[config.mk]
export PLATFORM = sky130hd
export DESIGN_NAME = tpu_cfu_cmd_master_flat
export DESIGN_NICKNAME = d
export VERILOG_FILES = /design/src/rtl/tpu_cfu_cmd_master_if.sv /design/src/rtl/tpu_cfu_cmd_master.sv /design/src/flat_wrapper.sv
export SDC_FILE = /design/constraint.sdc
export NUM_CORES = 1
export LEC_CHECK = 0
export CAP_MARGIN = 20
export CORE_ASPECT_RATIO = 1.5
export CORE_MARGIN = 4
export CORE_UTILIZATION = 50
export DETAILED_ROUTE_END_ITERATION = 10
export PLACE_DENSITY = 0.89
export RECOVER_POWER = 100
export SLEW_MARGIN = 30
export SYNTH_ARGS = -nofsm -noshare
export SYNTH_HDL_FRONTEND = slang
export SYNTH_SLANG_ARGS = --single-unit
export TNS_END_PERCENT = 30
[constraint.sdc]
create_clock -name clk -period 5.55 [get_ports clk]
set_clock_uncertainty 0.2 [all_clocks]
set_input_delay 0.555 -clock clk [delete_from_list [all_inputs] [get_ports clk]]
set_output_delay 0.555 -clock clk [all_outputs]
set_load 0.01 [all_outputs]
[src/rtl/tpu_cfu_cmd_master_if.sv]
// CFU command/response channel between an initiator (master) and the TPU (slave).
// Pure wiring: no state or added latency.
// Command is valid/ready; the response is valid/ready, and the master raises ready only while a command is in flight.
interface tpu_cfu_cmd_master_if;
  logic        cmd_valid;
  logic        cmd_ready;
  logic [9:0]  cmd_payload_function_id;
  logic [31:0] cmd_payload_inputs_0;
  logic [31:0] cmd_payload_inputs_1;
  logic        rsp_valid;
  logic        rsp_ready;
  logic [31:0] rsp_payload_outputs_0;

  modport master (
    output cmd_valid, cmd_payload_function_id, cmd_payload_inputs_0,
           cmd_payload_inputs_1, rsp_ready,
    input  cmd_ready, rsp_valid, rsp_payload_outputs_0
  );

  modport slave (
    input  cmd_valid, cmd_payload_function_id, cmd_payload_inputs_0,
           cmd_payload_inputs_1, rsp_ready,
    output cmd_ready, rsp_valid, rsp_payload_outputs_0
  );
endinterface

[src/rtl/tpu_cfu_cmd_master.sv]
// Runs one GEMM job over the CFU port: load A/B, start, poll busy, read C into the result RAM.
// Latency: one command in flight at a time; a response may arrive in the accept cycle or later.
// Payloads are held while cmd_ready is low; rsp_ready is high only while a response is owed.
module tpu_cfu_cmd_master #(
  parameter int SRC_AW   = 8,
  parameter int RES_AW   = 10,
  parameter int POLL_GAP = 4,
  parameter int POLL_MAX = 4096
) (
  input  logic              clk,
  input  logic              rst_n,
  input  logic              job_valid,
  output logic              job_ready,
  input  logic [7:0]        job_K,
  input  logic [7:0]        job_M,
  input  logic [7:0]        job_N,
  input  logic [8:0]        job_a_words,
  input  logic [8:0]        job_b_words,
  input  logic [8:0]        job_c_rows,
  input  logic [SRC_AW-1:0] job_b_base,
  output logic              src_rd_en,
  output logic [SRC_AW-1:0] src_addr,
  input  logic [31:0]       src_rdata,
  output logic              res_wr_en,
  output logic [RES_AW-1:0] res_addr,
  output logic [31:0]       res_wdata,
  tpu_cfu_cmd_master_if.master cfu,
  output logic              done,
  output logic              err
);

  // 11 bits hold the read index 4*row+lane for up to 511 rows.
  localparam int CW = 11;
  localparam int PW = $clog2(POLL_MAX + 1);

  typedef enum logic [3:0] {
    S_IDLE, S_FETCH_A, S_ISSUE_A, S_FETCH_B, S_ISSUE_B,
    S_START, S_GAP, S_POLL, S_READ, S_DONE
  } state_t;

  state_t            state, state_n;
  logic [CW-1:0]     cnt, cnt_n;
  logic [PW-1:0]     pcnt, pcnt_n;
  logic              err_q, err_n;
  logic              pend, pend_n;
  logic              rd_q;
  logic [31:0]       word_q;
  logic [31:0]       wdata;
  logic [7:0]        k_q, m_q, n_q;
  logic [8:0]        a_words_q, b_words_q, c_rows_q;
  logic [SRC_AW-1:0] b_base_q;
  logic              issue, cmd_fire, rsp_fire, job_acc;
  logic [6:0]        funct;
  logic [31:0]       pl0, pl1;

  assign job_ready = (state == S_IDLE);
  assign job_acc   = job_valid && job_ready;
  assign issue     = state inside {S_ISSUE_A, S_ISSUE_B, S_START, S_POLL, S_READ};

  assign cfu.cmd_valid = issue && !pend;
  assign cmd_fire      = cfu.cmd_valid && cfu.cmd_ready;
  // A command accepted this cycle is already owed a response, so ready covers the accept cycle too.
  assign cfu.rsp_ready = pend || cmd_fire;
  assign rsp_fire      = cfu.rsp_valid && cfu.rsp_ready;
  assign pend_n        = (pend || cmd_fire) && !rsp_fire;

  // Source data is valid only in the cycle after the read; hold it so the write payload stays stable.
  assign wdata = rd_q ? src_rdata : word_q;

  assign src_rd_en = (state == S_FETCH_A) || (state == S_FETCH_B);
  assign src_addr  = (state == S_FETCH_A) ? SRC_AW'(cnt) :
                     (state == S_FETCH_B) ? SRC_AW'(b_base_q + SRC_AW'(cnt)) : '0;

  assign res_wr_en = (state == S_READ) && rsp_fire;
  assign res_addr  = res_wr_en ? RES_AW'(cnt) : '0;
  assign res_wdata = res_wr_en ? cfu.rsp_payload_outputs_0 : '0;

  assign done = (state == S_DONE);
  assign err  = err_q;

  assign cfu.cmd_payload_function_id = cfu.cmd_valid ? {funct, 3'b000} : '0;
  assign cfu.cmd_payload_inputs_0    = cfu.cmd_valid ? pl0 : '0;
  assign cfu.cmd_payload_inputs_1    = cfu.cmd_valid ? pl1 : '0;

  // State, counters, outstanding flag and error flag.
  always_ff @(posedge clk or negedge rst_n) begin
    if (!rst_n) begin
      state <= S_IDLE;
      cnt   <= '0;
      pcnt  <= '0;
      err_q <= 1'b0;
      pend  <= 1'b0;
    end else begin
      state <= state_n;
      cnt   <= cnt_n;
      pcnt  <= pcnt_n;
      err_q <= err_n;
      pend  <= pend_n;
    end
  end

  // Job fields are captured on accept and held for the whole job.
  always_ff @(posedge clk or negedge rst_n) begin
    if (!rst_n) begin
      k_q <= '0; m_q <= '0; n_q <= '0;
      a_words_q <= '0; b_words_q <= '0; c_rows_q <= '0;
      b_base_q <= '0;
    end else if (job_acc) begin
      k_q <= job_K; m_q <= job_M; n_q <= job_N;
      a_words_q <= job_a_words; b_words_q <= job_b_words; c_rows_q <= job_c_rows;
      b_base_q <= job_b_base;
    end
  end

  // Capture the source word returned one cycle after each fetch.
  always_ff @(posedge clk or negedge rst_n) begin
    if (!rst_n) begin
      rd_q   <= 1'b0;
      word_q <= '0;
    end else begin
      rd_q <= src_rd_en;
      if (rd_q) word_q <= src_rdata;
    end
  end

  // Command encoding for the current state.
  always_comb begin
    funct = 7'd0;
    pl0   = '0;
    pl1   = '0;
    case (state)
      S_ISSUE_A: begin funct = 7'd0; pl0 = {5'd0, cnt, 16'h0}; pl1 = wdata; end
      S_ISSUE_B: begin funct = 7'd1; pl0 = {5'd0, cnt, 16'h0}; pl1 = wdata; end
      S_START:   begin funct = 7'd2; pl0 = {k_q, m_q, n_q, 8'h00}; end
      S_POLL:    begin funct = 7'd4; end
      S_READ:    begin funct = 7'd3; pl0 = {7'd0, cnt[10:2], 14'd0, cnt[1:0]}; end
      default:   ;
    endcase
  end

  // Next-state: phases advance on response handshakes; empty phases are skipped.
  always_comb begin
    state_n = state;
    cnt_n   = cnt;
    pcnt_n  = pcnt;
    err_n   = err_q;
    case (state)
      S_IDLE: if (job_acc) begin
        err_n  = 1'b0;
        cnt_n  = '0;
        pcnt_n = '0;
        if (job_a_words != 9'd0)      state_n = S_FETCH_A;
        else if (job_b_words != 9'd0) state_n = S_FETCH_B;
        else                          state_n = S_START;
      end
      S_FETCH_A: state_n = S_ISSUE_A;
      S_ISSUE_A: if (rsp_fire) begin
        if (cnt + CW'(1) == CW'(a_words_q)) begin
          cnt_n   = '0;
          state_n = (b_words_q != 9'd0) ? S_FETCH_B : S_START;
        end else begin
          cnt_n   = cnt + CW'(1);
          state_n = S_FETCH_A;
        end
      end
      S_FETCH_B: state_n = S_ISSUE_B;
      S_ISSUE_B: if (rsp_fire) begin
        if (cnt + CW'(1) == CW'(b_words_q)) begin
          cnt_n   = '0;
          state_n = S_START;
        end else begin
          cnt_n   = cnt + CW'(1);
          state_n = S_FETCH_B;
        end
      end
      // The busy bit returned by start is stale and deliberately not looked at.
      S_START: if (rsp_fire) begin
        cnt_n   = '0;
        state_n = (POLL_GAP == 0) ? S_POLL : S_GAP;
      end
      S_GAP: begin
        if (cnt == CW'(POLL_GAP - 1)) begin
          cnt_n   = '0;
          state_n = S_POLL;
        end else begin
          cnt_n = cnt + CW'(1);
        end
      end
      S_POLL: if (rsp_fire) begin
        if (cfu.rsp_payload_outputs_0[0]) begin
          if (pcnt == PW'(POLL_MAX - 1)) begin
            err_n   = 1'b1;
            state_n = S_DONE;
          end else begin
            pcnt_n = pcnt + PW'(1);
          end
        end else begin
          cnt_n   = '0;
          state_n = (c_rows_q != 9'd0) ? S_READ : S_DONE;
        end
      end
      S_READ: if (rsp_fire) begin
        if (cnt[10:2] == c_rows_q - 9'd1 && cnt[1:0] == 2'd3) state_n = S_DONE;
        else cnt_n = cnt + CW'(1);
      end
      S_DONE:  state_n = S_IDLE;
      default: state_n = S_IDLE;
    endcase
  end

endmodule

[src/flat_wrapper.sv]
// flat-port wrapper written by rule: the top's interface ports become plain ports
module tpu_cfu_cmd_master_flat 
#(
  parameter int SRC_AW   = 8,
  parameter int RES_AW   = 10,
  parameter int POLL_GAP = 4,
  parameter int POLL_MAX = 4096
)
  (clk, rst_n, job_valid, job_ready, job_K, job_M, job_N, job_a_words, job_b_words, job_c_rows, job_b_base, src_rd_en, src_addr, src_rdata, res_wr_en, res_addr, res_wdata, done, err, cfu_cmd_valid, cfu_cmd_payload_function_id, cfu_cmd_payload_inputs_0, cfu_cmd_payload_inputs_1, cfu_rsp_ready, cfu_cmd_ready, cfu_rsp_valid, cfu_rsp_payload_outputs_0);
  tpu_cfu_cmd_master_if cfu_i ();
  input  logic clk;
  input  logic rst_n;
  input  logic job_valid;
  output logic job_ready;
  input  logic [7:0] job_K;
  input  logic [7:0] job_M;
  input  logic [7:0] job_N;
  input  logic [8:0] job_a_words;
  input  logic [8:0] job_b_words;
  input  logic [8:0] job_c_rows;
  input  logic [SRC_AW-1:0] job_b_base;
  output logic src_rd_en;
  output logic [SRC_AW-1:0] src_addr;
  input  logic [31:0] src_rdata;
  output logic res_wr_en;
  output logic [RES_AW-1:0] res_addr;
  output logic [31:0] res_wdata;
  output logic done;
  output logic err;
  output wire logic [$bits(cfu_i.cmd_valid)-1:0] cfu_cmd_valid;
  output wire logic [$bits(cfu_i.cmd_payload_function_id)-1:0] cfu_cmd_payload_function_id;
  output wire logic [$bits(cfu_i.cmd_payload_inputs_0)-1:0] cfu_cmd_payload_inputs_0;
  output wire logic [$bits(cfu_i.cmd_payload_inputs_1)-1:0] cfu_cmd_payload_inputs_1;
  output wire logic [$bits(cfu_i.rsp_ready)-1:0] cfu_rsp_ready;
  input wire logic [$bits(cfu_i.cmd_ready)-1:0] cfu_cmd_ready;
  input wire logic [$bits(cfu_i.rsp_valid)-1:0] cfu_rsp_valid;
  input wire logic [$bits(cfu_i.rsp_payload_outputs_0)-1:0] cfu_rsp_payload_outputs_0;
  assign cfu_cmd_valid = cfu_i.cmd_valid;
  assign cfu_cmd_payload_function_id = cfu_i.cmd_payload_function_id;
  assign cfu_cmd_payload_inputs_0 = cfu_i.cmd_payload_inputs_0;
  assign cfu_cmd_payload_inputs_1 = cfu_i.cmd_payload_inputs_1;
  assign cfu_rsp_ready = cfu_i.rsp_ready;
  assign cfu_i.cmd_ready = cfu_cmd_ready;
  assign cfu_i.rsp_valid = cfu_rsp_valid;
  assign cfu_i.rsp_payload_outputs_0 = cfu_rsp_payload_outputs_0;
  tpu_cfu_cmd_master #(.SRC_AW(SRC_AW), .RES_AW(RES_AW), .POLL_GAP(POLL_GAP), .POLL_MAX(POLL_MAX)) u_core (.clk(clk), .rst_n(rst_n), .job_valid(job_valid), .job_ready(job_ready), .job_K(job_K), .job_M(job_M), .job_N(job_N), .job_a_words(job_a_words), .job_b_words(job_b_words), .job_c_rows(job_c_rows), .job_b_base(job_b_base), .src_rd_en(src_rd_en), .src_addr(src_addr), .src_rdata(src_rdata), .res_wr_en(res_wr_en), .res_addr(res_addr), .res_wdata(res_wdata), .cfu(cfu_i), .done(done), .err(err));
endmodule
==> metrics.txt, run 1 <==
# TYPE chip_impl_metric gauge
chip_impl_info{name="outcome",value="finished, violations left"} 1
chip_impl_info{name="failed_checks",value="capacitance limit, slew limit"} 1
chip_impl_metric{name="ys_warn_count",unit=""} 0
chip_impl_metric{name="detail-route-antenna-nets",unit=""} 0
chip_impl_info{name="worst_r2r_endpoint",value="u_core.pcnt[11]"} 1
chip_impl_metric{name="routed_via_density",unit=""} 5.803
chip_impl_info{name="worst_r2r_startpoint",value="u_core.state[1]"} 1
chip_impl_info{name="min_from",value="u_core.n_q[4]"} 1
chip_impl_metric{name="max_clock_freq",unit="MHz"} 203.7
chip_impl_metric{name="power-per-cell-area",unit="mW/mm²"} 465.1
chip_impl_info{name="tritoncts_clock_tree",value="built"} 1
chip_impl_info{name="ys_top_cells_by_area",value="sky130_fd_sc_hd__dfrtp_1 41%, sky130_fd_sc_hd__nand2_1 10%, sky130_fd_sc_hd__mux2_2 4.8%"} 1
chip_impl_metric{name="power.combinational.fraction",unit="%"} 44.9
chip_impl_metric{name="number_of_hold_slack_violations_in_the_final_timing_report",unit=""} 0
chip_impl_metric{name="gp_congestion",unit=""} 0.9670
chip_impl_metric{name="number_of_flops_mapped_to_enable_cells_by_yosys",unit=""} 0
chip_impl_metric{name="synthToLayoutAreaGrowth",unit="%"} 41.91
chip_impl_metric{name="globalRouteOverflowTotal",unit=""} 0
chip_impl_info{name="slowest_stage",value="sky130_fd_sc_hd__o21ai_0"} 1
chip_impl_metric{name="top_level_ports",unit=""} 259
chip_impl_metric{name="timing.hold.worst_path_depth",unit=""} 2
chip_impl_metric{name="timing.reg2reg.setup_slack",unit="ns"} 0.82
chip_impl_metric{name="detailedRoute.firstIterationViolations",unit=""} 649
chip_impl_metric{name="tritoncts_num_sinks",unit=""} 122
chip_impl_metric{name="power.ir.vdd_worst",unit="mV"} 0.3012
chip_impl_metric{name="share_of_final_layout_standard_cells_stronger_than_drive_strength_1",unit="%"} 5.263
chip_impl_metric{name="crit_required",unit="ns"} 4.80
chip_impl_metric{name="antenna_cells",unit=""} 0
chip_impl_metric{name="critical_path_s_largest_stage_delay",unit="ns"} 1.00
chip_impl_metric{name="coreArea",unit="mm²"} 0.01466
chip_impl_metric{name="synth.yosys.seq_area_share",unit="%"} 40.53
chip_impl_info{name="setup_repair_after_global_routing_missed_its_margin",value="no"} 1
chip_impl_info{name="crit_path_end_kind",value="output pin"} 1
chip_impl_info{name="crit_path_start_kind",value="flip-flop"} 1
chip_impl_metric{name="yosysTopAreaCellShare",unit="%"} 40.53
chip_impl_metric{name="path_max_fanout",unit=""} 38
chip_impl_metric{name="slew_headroom",unit="%"} -80.89
chip_impl_info{name="worst_hold_path_type",value="reg2reg"} 1
chip_impl_metric{name="p_leak",unit="nW"} 4.922
chip_impl_metric{name="critical_path_arrival",unit="ns"} 4.15
chip_impl_metric{name="die_h",unit="µm"} 158.3
chip_impl_metric{name="p_int",unit="W"} 0.002984
chip_impl_info{name="crit_path_cell_trace",value="nand2b_1 -> a21oi_1 -> o21ai_0 -> o21ai_2 -> and3_1 -> dlygate4sd3_1"} 1
chip_impl_metric{name="io_buffer_count",unit=""} 245
chip_impl_metric{name="clk_pin_slew_worst_paths",unit="ns"} 0.06
chip_impl_info{name="cts_root_buf",value="sky130_fd_sc_hd__clkbuf_16"} 1
chip_impl_metric{name="sequentialPowerShare",unit="%"} 30.7
chip_impl_metric{name="detailed_place_hpwl",unit="µm"} 18970
chip_impl_metric{name="worst_skew_pair.late_latency",unit="ns"} 0.42
chip_impl_metric{name="die_w",unit="µm"} 108.2
chip_impl_metric{name="period_share",unit="%"} 88.44
chip_impl_metric{name="setup_tns",unit="ns"} 0
chip_impl_metric{name="async_s_r_ff_share_synth",unit="%"} 100.0
chip_impl_metric{name="tightestPinTransition",unit="ns"} 2.713
chip_impl_metric{name="final_max_slew_viol_count",unit=""} 190
chip_impl_metric{name="global_route_wire_length_before_repair",unit="µm"} 40550
chip_impl_info{name="worst-setup-path-type",value="reg2out"} 1
chip_impl_metric{name="totalWireLength",unit="µm"} 26610
chip_impl_metric{name="r2r.worst_path.cells",unit=""} 6
chip_impl_metric{name="number_of_buffers_inserted_during_clock_tree_synthesis",unit=""} 17
chip_impl_metric{name="fin_nets",unit=""} 1229
chip_impl_info{name="most_used_flip_flop_cell_after_synthesis",value="sky130_fd_sc_hd__dfrtp_1"} 1
chip_impl_metric{name="first_pass_iters",unit=""} 6
chip_impl_metric{name="rows",unit=""} 54
chip_impl_metric{name="fin_crit",unit="ns"} 4.908
chip_impl_metric{name="design.die.area",unit="mm²"} 0.01713
chip_impl_metric{name="place.detailed.instances",unit=""} 1266
chip_impl_metric{name="max-clock-path-buffers",unit=""} 2
chip_impl_metric{name="clock_power_share",unit="%"} 24.4
chip_impl_metric{name="syn-cell-area",unit="mm²"} 0.007532
chip_impl_metric{name="global_route.usage.total",unit="%"} 30.69
chip_impl_metric{name="via_count_of_the_first_global_routing_pass",unit=""} 7868
chip_impl_metric{name="wl_per_cell",unit="µm"} 20.50
chip_impl_metric{name="detailroute.via_count",unit=""} 7532
chip_impl_info{name="synth_top_area_cell",value="sky130_fd_sc_hd__dfrtp_1"} 1
chip_impl_metric{name="net-switching-power",unit="W"} 0.001987
chip_impl_metric{name="grt_antenna_before_repair",unit=""} 0
chip_impl_metric{name="floorplan.initialDensity",unit="%"} 51.37
chip_impl_metric{name="post-route-drc-count",unit=""} 0
chip_impl_metric{name="yosys_register_bits",unit=""} 122
chip_impl_metric{name="htree_levels",unit=""} 4
chip_impl_metric{name="final_core_utilization",unit="%"} 72.90
chip_impl_metric{name="max-cap-violations",unit=""} 4
chip_impl_metric{name="ys_types",unit=""} 75
chip_impl_metric{name="swShare",unit="%"} 39.97
chip_impl_metric{name="final_cells",unit=""} 1298
chip_impl_metric{name="grt_start_max_net_pins",unit=""} 73
chip_impl_metric{name="final-setup-viol-count",unit=""} 0
chip_impl_metric{name="mean_post_synth_cell_area",unit="µm²"} 8.628
chip_impl_info{name="worst_hold_path.endpoint",value="u_core.n_q[4]"} 1
chip_impl_metric{name="syn_inst",unit=""} 873
[cell type report]
class,count,area (µm²)
clock buffers,20,446.7
clock inverters,11,195.2
fillers,1029,3973
inverters,13,48.80
multi-input cells,679,4169
flip-flops and latches,122,3053
well taps,196,245.2
repair buffers,257,2531
[flip-flops by register name, summed over array words and instances (netlist names), 9 cells and up]
name / cells
u_core.b_words_q: 9
u_core.cnt: 11
u_core.word_q: 32
u_core.a_words_q: 9
u_core.c_rows_q: 9
u_core.pcnt: 13
[worst max path at each step]
stage / slack, ns / start / endpoint / depth (start not counted)
after CTS: 1.13 / u_core.cnt[0] / src_addr[7] / 9
after detailed placement: 1.63 / u_core.cnt[0] / src_addr[7] / 9
final: 0.64 / u_core.state[3] / cfu_cmd_payload_inputs_1[7] / 6
after floorplan: 2.67 / u_core.b_base_q[1] / src_addr[7] / 7
after global routing: 0.42 / u_core.state[0] / cfu_cmd_payload_inputs_1[7] / 6
after global placement: 1.57 / u_core.state[1] / res_addr[0] / 8
[synthesized netlist by cell type, types with 13 or more instances]
cell type,count
sky130_fd_sc_hd__dfrtp_1,122
sky130_fd_sc_hd__nand2_1,203
sky130_fd_sc_hd__inv_1,13
sky130_fd_sc_hd__and3_1,41
sky130_fd_sc_hd__a21oi_1,21
sky130_fd_sc_hd__nor2_1,51
sky130_fd_sc_hd__nand3_1,14
sky130_fd_sc_hd__xnor2_1,31
sky130_fd_sc_hd__nor3_1,20
sky130_fd_sc_hd__o21ai_0,25
sky130_fd_sc_hd__clkbuf_1,50
sky130_fd_sc_hd__buf_4,13
sky130_fd_sc_hd__mux2_2,32
sky130_fd_sc_hd__and2_1,57
[per-layer routing]
layer / up-vias / wire length (µm) / GRT usage [%]
li1: 3413 / - / -
met1: 3520 / 8707 / 31.22
met2: 460 / 13480 / 53.20
met3: 139 / 2477 / 8.966
met4: 0 / 1945 / 22.20
met5: - / 0 / 0
[per-stage QoR]
| step | setup WS [ns] | area, µm² | hold WS [ns] | total power (W) |
|---|---|---|---|---|
| after floorplan | 2.672 | 7577 | 0.05941 | 0.002938 |
| after global placement | 1.566 | 10060 | 0.2488 | 0.003680 |
| after detailed placement | 1.634 | 10070 | 0.2544 | 0.003788 |
| after CTS | 1.130 | 10720 | 0.09619 | 0.005048 |
| after global routing | 0.4211 | 10690 | 0.2863 | 0.005231 |
| final | 0.6416 | 10690 | 0.2630 | 0.004971 |
[critical path, delay by kind of cell (launching register included)]
kind	cells	cell delay, ns
compound gates	3	1.78
flops	1	0.67
buf+inv	1	0.65
simple gates	2	0.61
[repair_timing]
action | in CTS | in global routing
gates resized for setup | 0 | 0
hold endpoints to repair | 0 | 4
hold buffers | 0 | 1
buffers inserted | 0 | 0
[kinds of logic after synthesis]
group	count (synthesis)	synth area share (%)
mux	44	6.395
other cells	1	0.04979
compound gates	120	11.35
simple gates	447	29.05
fa+ha+maj	11	1.927
buf+inv	84	4.884
flops	122	40.53
xor+xnor	44	5.814
[cell usage in the layout, fill, tap and decap left out, types with 19 or more instances in the layout]
cell                              instances
sky130_fd_sc_hd__and2_0                  36
sky130_fd_sc_hd__a21oi_1                 21
sky130_fd_sc_hd__nor2_1                  50
sky130_fd_sc_hd__and3_1                  41
sky130_fd_sc_hd__o21ai_0                 28
sky130_fd_sc_hd__and2_1                  22
sky130_fd_sc_hd__mux2_1                  29
sky130_fd_sc_hd__xnor2_1                 31
sky130_fd_sc_hd__clkdlybuf4s50_1        170
sky130_fd_sc_hd__dlygate4sd3_1           75
sky130_fd_sc_hd__nor3_1                  19
sky130_fd_sc_hd__nand2_1                203
sky130_fd_sc_hd__dfrtp_1                122
[power groups by stage]
stage / Sequential, W / Combinational (W) / Clock (W)
floorplan: 0.00140 / 0.00154 / 0
global placement: 0.00150 / 0.00218 / 0
detailed placement: 0.00152 / 0.00227 / 0
CTS: 0.00152 / 0.00231 / 0.00122
global route: 0.00156 / 0.00241 / 0.00126
finish: 0.00153 / 0.00223 / 0.00121
No activity file was read; power rests on OpenSTA's default activity.
==> inputs of run 2 (changes only) <==
- CORE_ASPECT_RATIO: 1.5 -> unset
==> run 2 against run 1 <==
Against the previous run: the run ends with hold timing, capacitance limit, slew limit left; register-to-register slack improved by 0.14 ns; combinational power decreased by 5%; sequential power about the same; clock power decreased by 7%; count of clock-buffer cells in the layout decreased by 3; utilization decreased by 0.57 points; die area decreased by 0.24%; sequential share of layout area increased by 0.26 points; sequential cell count unchanged; routed wire length decreased by 12%; critical path type unchanged; largest cell class unchanged.
==> metrics.txt, run 2 (synthesis results as in run 1) <==
# TYPE chip_impl_metric gauge
chip_impl_metric{name="max-clock-path-buffers",unit=""} 2
chip_impl_metric{name="htree_levels",unit=""} 4
chip_impl_metric{name="final_core_utilization",unit="%"} 72.33
chip_impl_metric{name="first_pass_iters",unit=""} 5
chip_impl_metric{name="coreArea",unit="mm²"} 0.01464
chip_impl_metric{name="grt_antenna_before_repair",unit=""} 0
chip_impl_metric{name="p_leak",unit="nW"} 4.962
chip_impl_metric{name="n_fill_cell",unit=""} 1053
chip_impl_metric{name="cts_repair_resize_count",unit=""} 0
chip_impl_metric{name="period_share",unit="%"} 86.22
chip_impl_metric{name="die_h",unit="µm"} 130.7
chip_impl_metric{name="cts_setup_buffers",unit=""} 0
chip_impl_info{name="cts_root_buf",value="sky130_fd_sc_hd__clkbuf_16"} 1
chip_impl_info{name="crit_path_end_kind",value="output pin"} 1
chip_impl_metric{name="routed_via_density",unit=""} 5.634
chip_impl_metric{name="r2r.worst_path.cells",unit=""} 7
chip_impl_metric{name="routed-wl-met3",unit="µm"} 2141
chip_impl_info{name="mostFrequentLayoutCells",value="203 x sky130_fd_sc_hd__nand2_1, 153 x sky130_fd_sc_hd__clkdlybuf4s50_1, 122 x sky130_fd_sc_hd__dfrtp_1, 91 x sky130_fd_sc_hd__dlygate4sd3_1, 50 x sky130_fd_sc_hd__nor2_1"} 1
chip_impl_metric{name="wl_per_cell",unit="µm"} 18.23
chip_impl_metric{name="final_cells",unit=""} 1284
chip_impl_metric{name="design.die.area",unit="mm²"} 0.01709
chip_impl_info{name="worst-setup-path-type",value="reg2out"} 1
chip_impl_metric{name="globalRouteOverflowTotal",unit=""} 0
chip_impl_info{name="failed_checks",value="hold timing, capacitance limit, slew limit"} 1
chip_impl_info{name="setup_repair_after_global_routing_missed_its_margin",value="no"} 1
chip_impl_info{name="worst_r2r_startpoint",value="u_core.state[1]"} 1
chip_impl_metric{name="gp_congestion",unit=""} 0.9120
chip_impl_info{name="maxUsedRoutingLayer",value="met4"} 1
chip_impl_metric{name="top_level_ports",unit=""} 259
chip_impl_metric{name="detailroute.via_count",unit=""} 7234
chip_impl_metric{name="final_max_slew_viol_count",unit=""} 190
chip_impl_metric{name="max-cap-violations",unit=""} 5
chip_impl_metric{name="synthToLayoutAreaGrowth",unit="%"} 40.63
chip_impl_metric{name="cts_hold_buffers",unit=""} 0
chip_impl_metric{name="report.power.total",unit="W"} 0.004788
chip_impl_metric{name="max_clock_freq",unit="MHz"} 209.0
chip_impl_metric{name="antenna_cells",unit=""} 0
chip_impl_metric{name="floorplan.initialDensity",unit="%"} 51.44
chip_impl_metric{name="place.detailed.instances",unit=""} 1253
chip_impl_metric{name="routed-wl-met2",unit="µm"} 11460
chip_impl_metric{name="detailed_place_hpwl",unit="µm"} 16510
chip_impl_metric{name="via_count_of_the_first_global_routing_pass",unit=""} 7222
chip_impl_metric{name="global_route.usage.total",unit="%"} 27.34
chip_impl_metric{name="worst_skew_pair.late_latency",unit="ns"} 0.42
chip_impl_info{name="tritoncts_clock_tree",value="built"} 1
chip_impl_metric{name="critical_path_arrival",unit="ns"} 4.03
chip_impl_metric{name="die_w",unit="µm"} 130.7
chip_impl_metric{name="tritoncts_num_sinks",unit=""} 122
chip_impl_metric{name="tightestPinTransition",unit="ns"} 2.570
chip_impl_metric{name="final-setup-viol-count",unit=""} 0
chip_impl_info{name="max_flop_register",value="u_core.word_q"} 1
chip_impl_metric{name="crit_required",unit="ns"} 4.80
chip_impl_metric{name="number_of_flip_flops_in_the_largest_register",unit=""} 32
chip_impl_metric{name="fin_nets",unit=""} 1227
chip_impl_metric{name="clk_pin_slew_worst_paths",unit="ns"} 0.06
chip_impl_metric{name="holdWs",unit="ns"} -0.05588
chip_impl_info{name="worst_hold_path_type",value="in2async"} 1
chip_impl_info{name="crit_path_start_kind",value="flip-flop"} 1
chip_impl_metric{name="path_max_fanout",unit=""} 32
chip_impl_metric{name="post-route-drc-count",unit=""} 0
chip_impl_metric{name="slew_headroom",unit="%"} -71.34
chip_impl_metric{name="power-per-cell-area",unit="mW/mm²"} 452.0
chip_impl_metric{name="detailedRoute.firstIterationViolations",unit=""} 682
chip_impl_metric{name="io_buffer_count",unit=""} 245
chip_impl_metric{name="setup_tns",unit="ns"} 0
chip_impl_metric{name="share_of_final_layout_standard_cells_stronger_than_drive_strength_1",unit="%"} 5.818
chip_impl_metric{name="met1_length",unit="µm"} 9315
chip_impl_info{name="layout_top_registers",value="u_core.word_q x32, u_core.pcnt x13, u_core.cnt x11"} 1
chip_impl_metric{name="number_of_buffers_inserted_during_clock_tree_synthesis",unit=""} 17
chip_impl_info{name="mostFrequentLayoutCell",value="sky130_fd_sc_hd__nand2_1"} 1
chip_impl_metric{name="timing.reg2reg.setup_slack",unit="ns"} 0.96
chip_impl_metric{name="detail-route-antenna-nets",unit=""} 0
chip_impl_metric{name="totalWireLength",unit="µm"} 23410
chip_impl_metric{name="global_route_wire_length_before_repair",unit="µm"} 36790
chip_impl_metric{name="grt_start_max_net_pins",unit=""} 78
chip_impl_metric{name="fin_crit",unit="ns"} 4.785
chip_impl_info{name="outcome",value="finished, violations left"} 1
chip_impl_metric{name="number_of_hold_slack_violations_in_the_final_timing_report",unit=""} 46
chip_impl_metric{name="power.ir.vdd_worst",unit="mV"} 0.2991
chip_impl_metric{name="rows",unit=""} 44
chip_impl_info{name="worst_r2r_endpoint",value="u_core.pcnt[0]"} 1
[run 2: changes by cell type in the layout (fill, tap and decap cells not counted), moves of 8 or more]
cell | previous run | this run
sky130_fd_sc_hd__dlygate4sd3_1 | 75 | 91
sky130_fd_sc_hd__and2_1 | 22 | 39
sky130_fd_sc_hd__and2_0 | 36 | 19
sky130_fd_sc_hd__clkdlybuf4s50_1 | 170 | 153
sky130_fd_sc_hd__mux2_2 | 4 | 12
sky130_fd_sc_hd__mux2_1 | 29 | 21
[run 2: through the flow]
step,worst slack (ns),instance area (µm²)
floorplan,2.672,7577
global placement,1.707,10030
detailed placement,1.638,10040
CTS,1.163,10640
global route,0.5248,10590
finish,0.7647,10590
[run 2: how the worst max path moves through the flow]
stage,start,to,slack (ns)
after global placement,u_core.state[1],res_addr[0],1.71
after global routing,u_core.state[1],cfu_cmd_payload_inputs_1[9],0.52
after floorplan,u_core.b_base_q[1],src_addr[7],2.67
after CTS,u_core.state[1],cfu_cmd_payload_inputs_1[16],1.16
after detailed placement,u_core.state[1],cfu_cmd_payload_inputs_1[16],1.64
final,u_core.state[1],cfu_cmd_payload_inputs_1[3],0.76
[run 2: where the power goes]
group | internal [W] | leakage [nW] | switching (W) | total, W
clock network | 0.000704 | 0.278 | 0.000423 | 0.00113
logic | 0.000942 | 3.14 | 0.00118 | 0.00212
registers | 0.00124 | 1.54 | 0.000303 | 0.00154
[run 2: worst max-delay path, cell delays in order, from the launching register on]
cell                            delay [ns]
sky130_fd_sc_hd__dfrtp_1              0.99
sky130_fd_sc_hd__xnor2_1              0.16
sky130_fd_sc_hd__nor3_1               1.18
sky130_fd_sc_hd__buf_4                0.44
sky130_fd_sc_hd__and3_1               0.20
sky130_fd_sc_hd__dlygate4sd3_1        0.62
[run 2: area by class of cell]
cell class	count	area [µm²]	share of cell area [%]
clock buffers	17	425.4	4.016
clock inverters	14	172.7	1.630
inverters	13	48.80	0.4607
multi-input cells	679	4151	39.19
flip-flops and latches	122	3053	28.82
well taps	184	230.2	2.173
repair buffers	255	2511	23.71
[run 2: metal layers]
metal  vias to the layer above  global-route usage [%]
met5                         -                       0
met4                         0                   9.619
met3                        44                   9.024
met2                       331                   44.97
met1                      3457                   33.87
li1                       3402                       -
==> inputs of run 3 (changes only) <==
- CORE_MARGIN: 4 -> 2
==> run 3 against run 2 <==
Against the previous run: the run ends with capacitance limit, slew limit left; critical path depth up 2; global-route usage grew 0.89 points; worst hold slack better by 0.32 ns; worst setup slack better by 0.18 ns; sequential share of layout area is essentially flat; die area is 6.0% lower; utilization shrank 0.10 points; fmax is 3.9% higher; non-clock buffer count increased by 2; first-iteration DRC count rose by 2.6%; sequential cell count did not move; via count is 1.0% lower; critical path type unchanged; largest cell class unchanged.
==> metrics.txt, run 3 (synthesis results as in run 1) <==
# TYPE chip_impl_metric gauge
chip_impl_info{name="worst-setup-path-type",value="reg2out"} 1
chip_impl_info{name="crit_path_cell_trace",value="inv_1 -> and3_1 -> o21ai_0 -> o21ai_2 -> buf_4 -> and3_1 -> dlygate4sd3_1"} 1
chip_impl_info{name="critical-path-top-delay-family",value="compound AO/OA/AOI/OAI gates"} 1
chip_impl_info{name="slowest_stage",value="sky130_fd_sc_hd__o21ai_0"} 1
chip_impl_metric{name="rows",unit=""} 44
chip_impl_metric{name="clk_pin_slew_worst_paths",unit="ns"} 0.05
chip_impl_metric{name="global_route_wire_length_before_repair",unit="µm"} 36460
chip_impl_metric{name="routed-wl-met3",unit="µm"} 1940
chip_impl_metric{name="worst_skew_pair.late_latency",unit="ns"} 0.42
chip_impl_metric{name="first_pass_iters",unit=""} 8
chip_impl_metric{name="timing.hold.worst_path_depth",unit=""} 2
chip_impl_metric{name="r2r.worst_path.cells",unit=""} 7
chip_impl_metric{name="setup_tns",unit="ns"} 0
chip_impl_metric{name="number_of_hold_slack_violations_in_the_final_timing_report",unit=""} 0
chip_impl_metric{name="cts_repair_resize_count",unit=""} 0
chip_impl_metric{name="final_max_slew_viol_count",unit=""} 130
chip_impl_metric{name="post-route-drc-count",unit=""} 0
chip_impl_info{name="max_flop_register",value="u_core.word_q"} 1
chip_impl_metric{name="power.ir.vdd_worst",unit="mV"} 0.2760
chip_impl_metric{name="antenna_cells",unit=""} 0
chip_impl_metric{name="htree_levels",unit=""} 4
chip_impl_metric{name="dp_slack",unit="ns"} 1.835
chip_impl_metric{name="design.die.area",unit="mm²"} 0.01606
chip_impl_metric{name="io_buffer_count",unit=""} 245
chip_impl_metric{name="grt_antenna_before_repair",unit=""} 0
chip_impl_metric{name="fin_nets",unit=""} 1229
chip_impl_info{name="worst_r2r_startpoint",value="u_core.state[0]"} 1
chip_impl_metric{name="global_route.usage.total",unit="%"} 28.23
chip_impl_info{name="crit_path_end_kind",value="output pin"} 1
chip_impl_metric{name="crit_required",unit="ns"} 4.80
chip_impl_metric{name="top_level_ports",unit=""} 259
chip_impl_info{name="setup_repair_after_global_routing_missed_its_margin",value="no"} 1
chip_impl_info{name="worst_hold_path_type",value="reg2reg"} 1
chip_impl_info{name="worst_hold_path.endpoint",value="u_core.n_q[7]"} 1
chip_impl_metric{name="worstPathBufferInverterCount",unit=""} 3
chip_impl_info{name="worst_r2r_endpoint",value="u_core.pcnt[8]"} 1
chip_impl_info{name="tritoncts_clock_tree",value="built"} 1
chip_impl_metric{name="slew_headroom",unit="%"} -93.23
chip_impl_info{name="cts_root_buf",value="sky130_fd_sc_hd__clkbuf_16"} 1
chip_impl_info{name="failed_checks",value="capacitance limit, slew limit"} 1
chip_impl_info{name="outcome",value="finished, violations left"} 1
chip_impl_metric{name="routed-wl-met2",unit="µm"} 10720
chip_impl_metric{name="detailedRoute.firstIterationViolations",unit=""} 700
chip_impl_info{name="crit_path_start_kind",value="flip-flop"} 1
chip_impl_metric{name="path_max_fanout",unit=""} 33
chip_impl_metric{name="p_leak",unit="nW"} 4.950
chip_impl_info{name="mostFrequentLayoutCells",value="203 x sky130_fd_sc_hd__nand2_1, 157 x sky130_fd_sc_hd__clkdlybuf4s50_1, 122 x sky130_fd_sc_hd__dfrtp_1, 88 x sky130_fd_sc_hd__dlygate4sd3_1, 51 x sky130_fd_sc_hd__nor2_1"} 1
chip_impl_metric{name="power-per-cell-area",unit="mW/mm²"} 447.8
chip_impl_info{name="mostFrequentLayoutCell",value="sky130_fd_sc_hd__nand2_1"} 1
chip_impl_metric{name="routed_via_density",unit=""} 5.572
chip_impl_info{name="maxUsedRoutingLayer",value="met4"} 1
chip_impl_metric{name="floorplan.initialDensity",unit="%"} 51.44
chip_impl_metric{name="wl_per_cell",unit="µm"} 17.56
chip_impl_metric{name="number_of_buffers_inserted_during_clock_tree_synthesis",unit=""} 17
chip_impl_info{name="layout_top_registers",value="u_core.word_q x32, u_core.pcnt x13, u_core.cnt x11"} 1
chip_impl_metric{name="max-cap-violations",unit=""} 3
chip_impl_metric{name="period_share",unit="%"} 82.98
chip_impl_metric{name="fin_crit",unit="ns"} 4.606
chip_impl_metric{name="met1_length",unit="µm"} 9505
chip_impl_metric{name="critical_path_s_largest_stage_delay",unit="ns"} 0.92
chip_impl_metric{name="detail-route-antenna-nets",unit=""} 0
chip_impl_metric{name="die_h",unit="µm"} 126.7
chip_impl_metric{name="synthToLayoutAreaGrowth",unit="%"} 40.43
chip_impl_metric{name="die_w",unit="µm"} 126.7
chip_impl_metric{name="number_of_flip_flops_in_the_largest_register",unit=""} 32
chip_impl_metric{name="detailroute.via_count",unit=""} 7160
chip_impl_metric{name="globalRouteOverflowTotal",unit=""} 0
chip_impl_metric{name="timing.reg2reg.setup_slack",unit="ns"} 1.63
chip_impl_metric{name="max-clock-path-buffers",unit=""} 2
chip_impl_info{name="min_from",value="u_core.n_q[7]"} 1
chip_impl_metric{name="layout_setup_ws",unit="ns"} 0.9444
chip_impl_metric{name="share_of_final_layout_standard_cells_stronger_than_drive_strength_1",unit="%"} 5.722
chip_impl_metric{name="critical_path_arrival",unit="ns"} 3.85
chip_impl_metric{name="tritoncts_num_sinks",unit=""} 122
chip_impl_metric{name="tightestPinTransition",unit="ns"} 2.898
chip_impl_metric{name="final-setup-viol-count",unit=""} 0
chip_impl_metric{name="grt_start_max_net_pins",unit=""} 71
chip_impl_metric{name="gp_congestion",unit=""} 0.9216
chip_impl_metric{name="coreArea",unit="mm²"} 0.01464
chip_impl_info{name="cpMostUsedCell",value="sky130_fd_sc_hd__and3_1"} 1
chip_impl_metric{name="detailed_place_hpwl",unit="µm"} 16050
chip_impl_metric{name="totalWireLength",unit="µm"} 22570
chip_impl_metric{name="max_clock_freq",unit="MHz"} 217.1
chip_impl_metric{name="via_count_of_the_first_global_routing_pass",unit=""} 7176
## run 3: cell types whose count changed in the layout (fill, tap and decap cells not counted), sizes merged
cell / previous run / this run
clkbuf: 22 / 27
dlygate4sd3: 91 / 88
inv: 15 / 13
clkdlybuf4s50: 153 / 157
clkinv: 4 / 6
clkinvlp: 5 / 1
bufinv: 3 / 2
## run 3: how the worst max path moves through the flow
stage / startpoint / end / slack, ns / cells past startpoint
2_1_floorplan: u_core.b_base_q[1] / src_addr[7] / 2.67 / 7
3_3_place_gp: u_core.state[3] / res_addr[1] / 1.91 / 9
3_5_place_dp: u_core.cnt[1] / src_addr[7] / 1.83 / 8
4_1_cts: u_core.cnt[1] / src_addr[7] / 1.37 / 9
5_1_grt: u_core.state[0] / cfu_cmd_payload_inputs_1[8] / 0.65 / 7
6_report: u_core.state[0] / cfu_cmd_payload_inputs_1[8] / 0.94 / 7
## run 3: metal layers
metal  up-vias  track usage [%]
met4         0            8.791
met3        41            8.309
met2       345            45.28
li1       3410                -
met1      3364            37.17
met5         -                0
## run 3: what timing repair did
item | CTS | global route
hold endpoints to repair | 0 | 16
setup buffers | 0 | 0
hold buffers | 0 | 1
## run 3: area by class of cell
| cell class | count | area (µm²) |
|---|---|---|
| sequential | 122 | 3053 |
| clock inverter | 9 | 97.59 |
| clock buffer | 21 | 470.5 |
| fill | 1100 | 4066 |
| multi-input combinational | 679 | 4154 |
| inverter | 13 | 48.80 |
| timing repair buffer | 257 | 2524 |
| tap | 184 | 230.2 |
## run 3: stage by stage
| step | instances | hold WS (ns) | area [µm²] | util [%] | power (W) |
|---|---|---|---|---|---|
| floorplan | 885 | 0.05941 | 7577 | - | 0.002938 |
| global placement | 1254 | 0.2491 | 10040 | 68.57 | 0.003670 |
| detailed placement | 1254 | 0.2543 | 10040 | 68.57 | 0.003746 |
| CTS | 1284 | 0.09846 | 10610 | 72.45 | 0.004845 |
| global route | 1285 | 0.2940 | 10580 | 72.23 | 0.005052 |
| finish | 1285 | 0.2685 | 10580 | 72.23 | 0.004736 |
## run 3: worst register-to-register path, cell delays in order, from the launching register on
cell	delay [ns]
sky130_fd_sc_hd__dfrtp_1	0.55
sky130_fd_sc_hd__or2_0	0.38
sky130_fd_sc_hd__nor3_1	0.22
sky130_fd_sc_hd__and2_2	0.78
sky130_fd_sc_hd__clkbuf_1	1.06
sky130_fd_sc_hd__o211ai_1	0.27
sky130_fd_sc_hd__xor2_1	0.22
sky130_fd_sc_hd__nor2_1	0.07
## run 3: where the power goes
group          total [W]  internal, W  switching [W]  leakage [nW]
Combinational    0.00213     0.000945        0.00119          3.12
Clock            0.00108     0.000685       0.000391         0.284
Sequential       0.00153      0.00124       0.000291          1.54
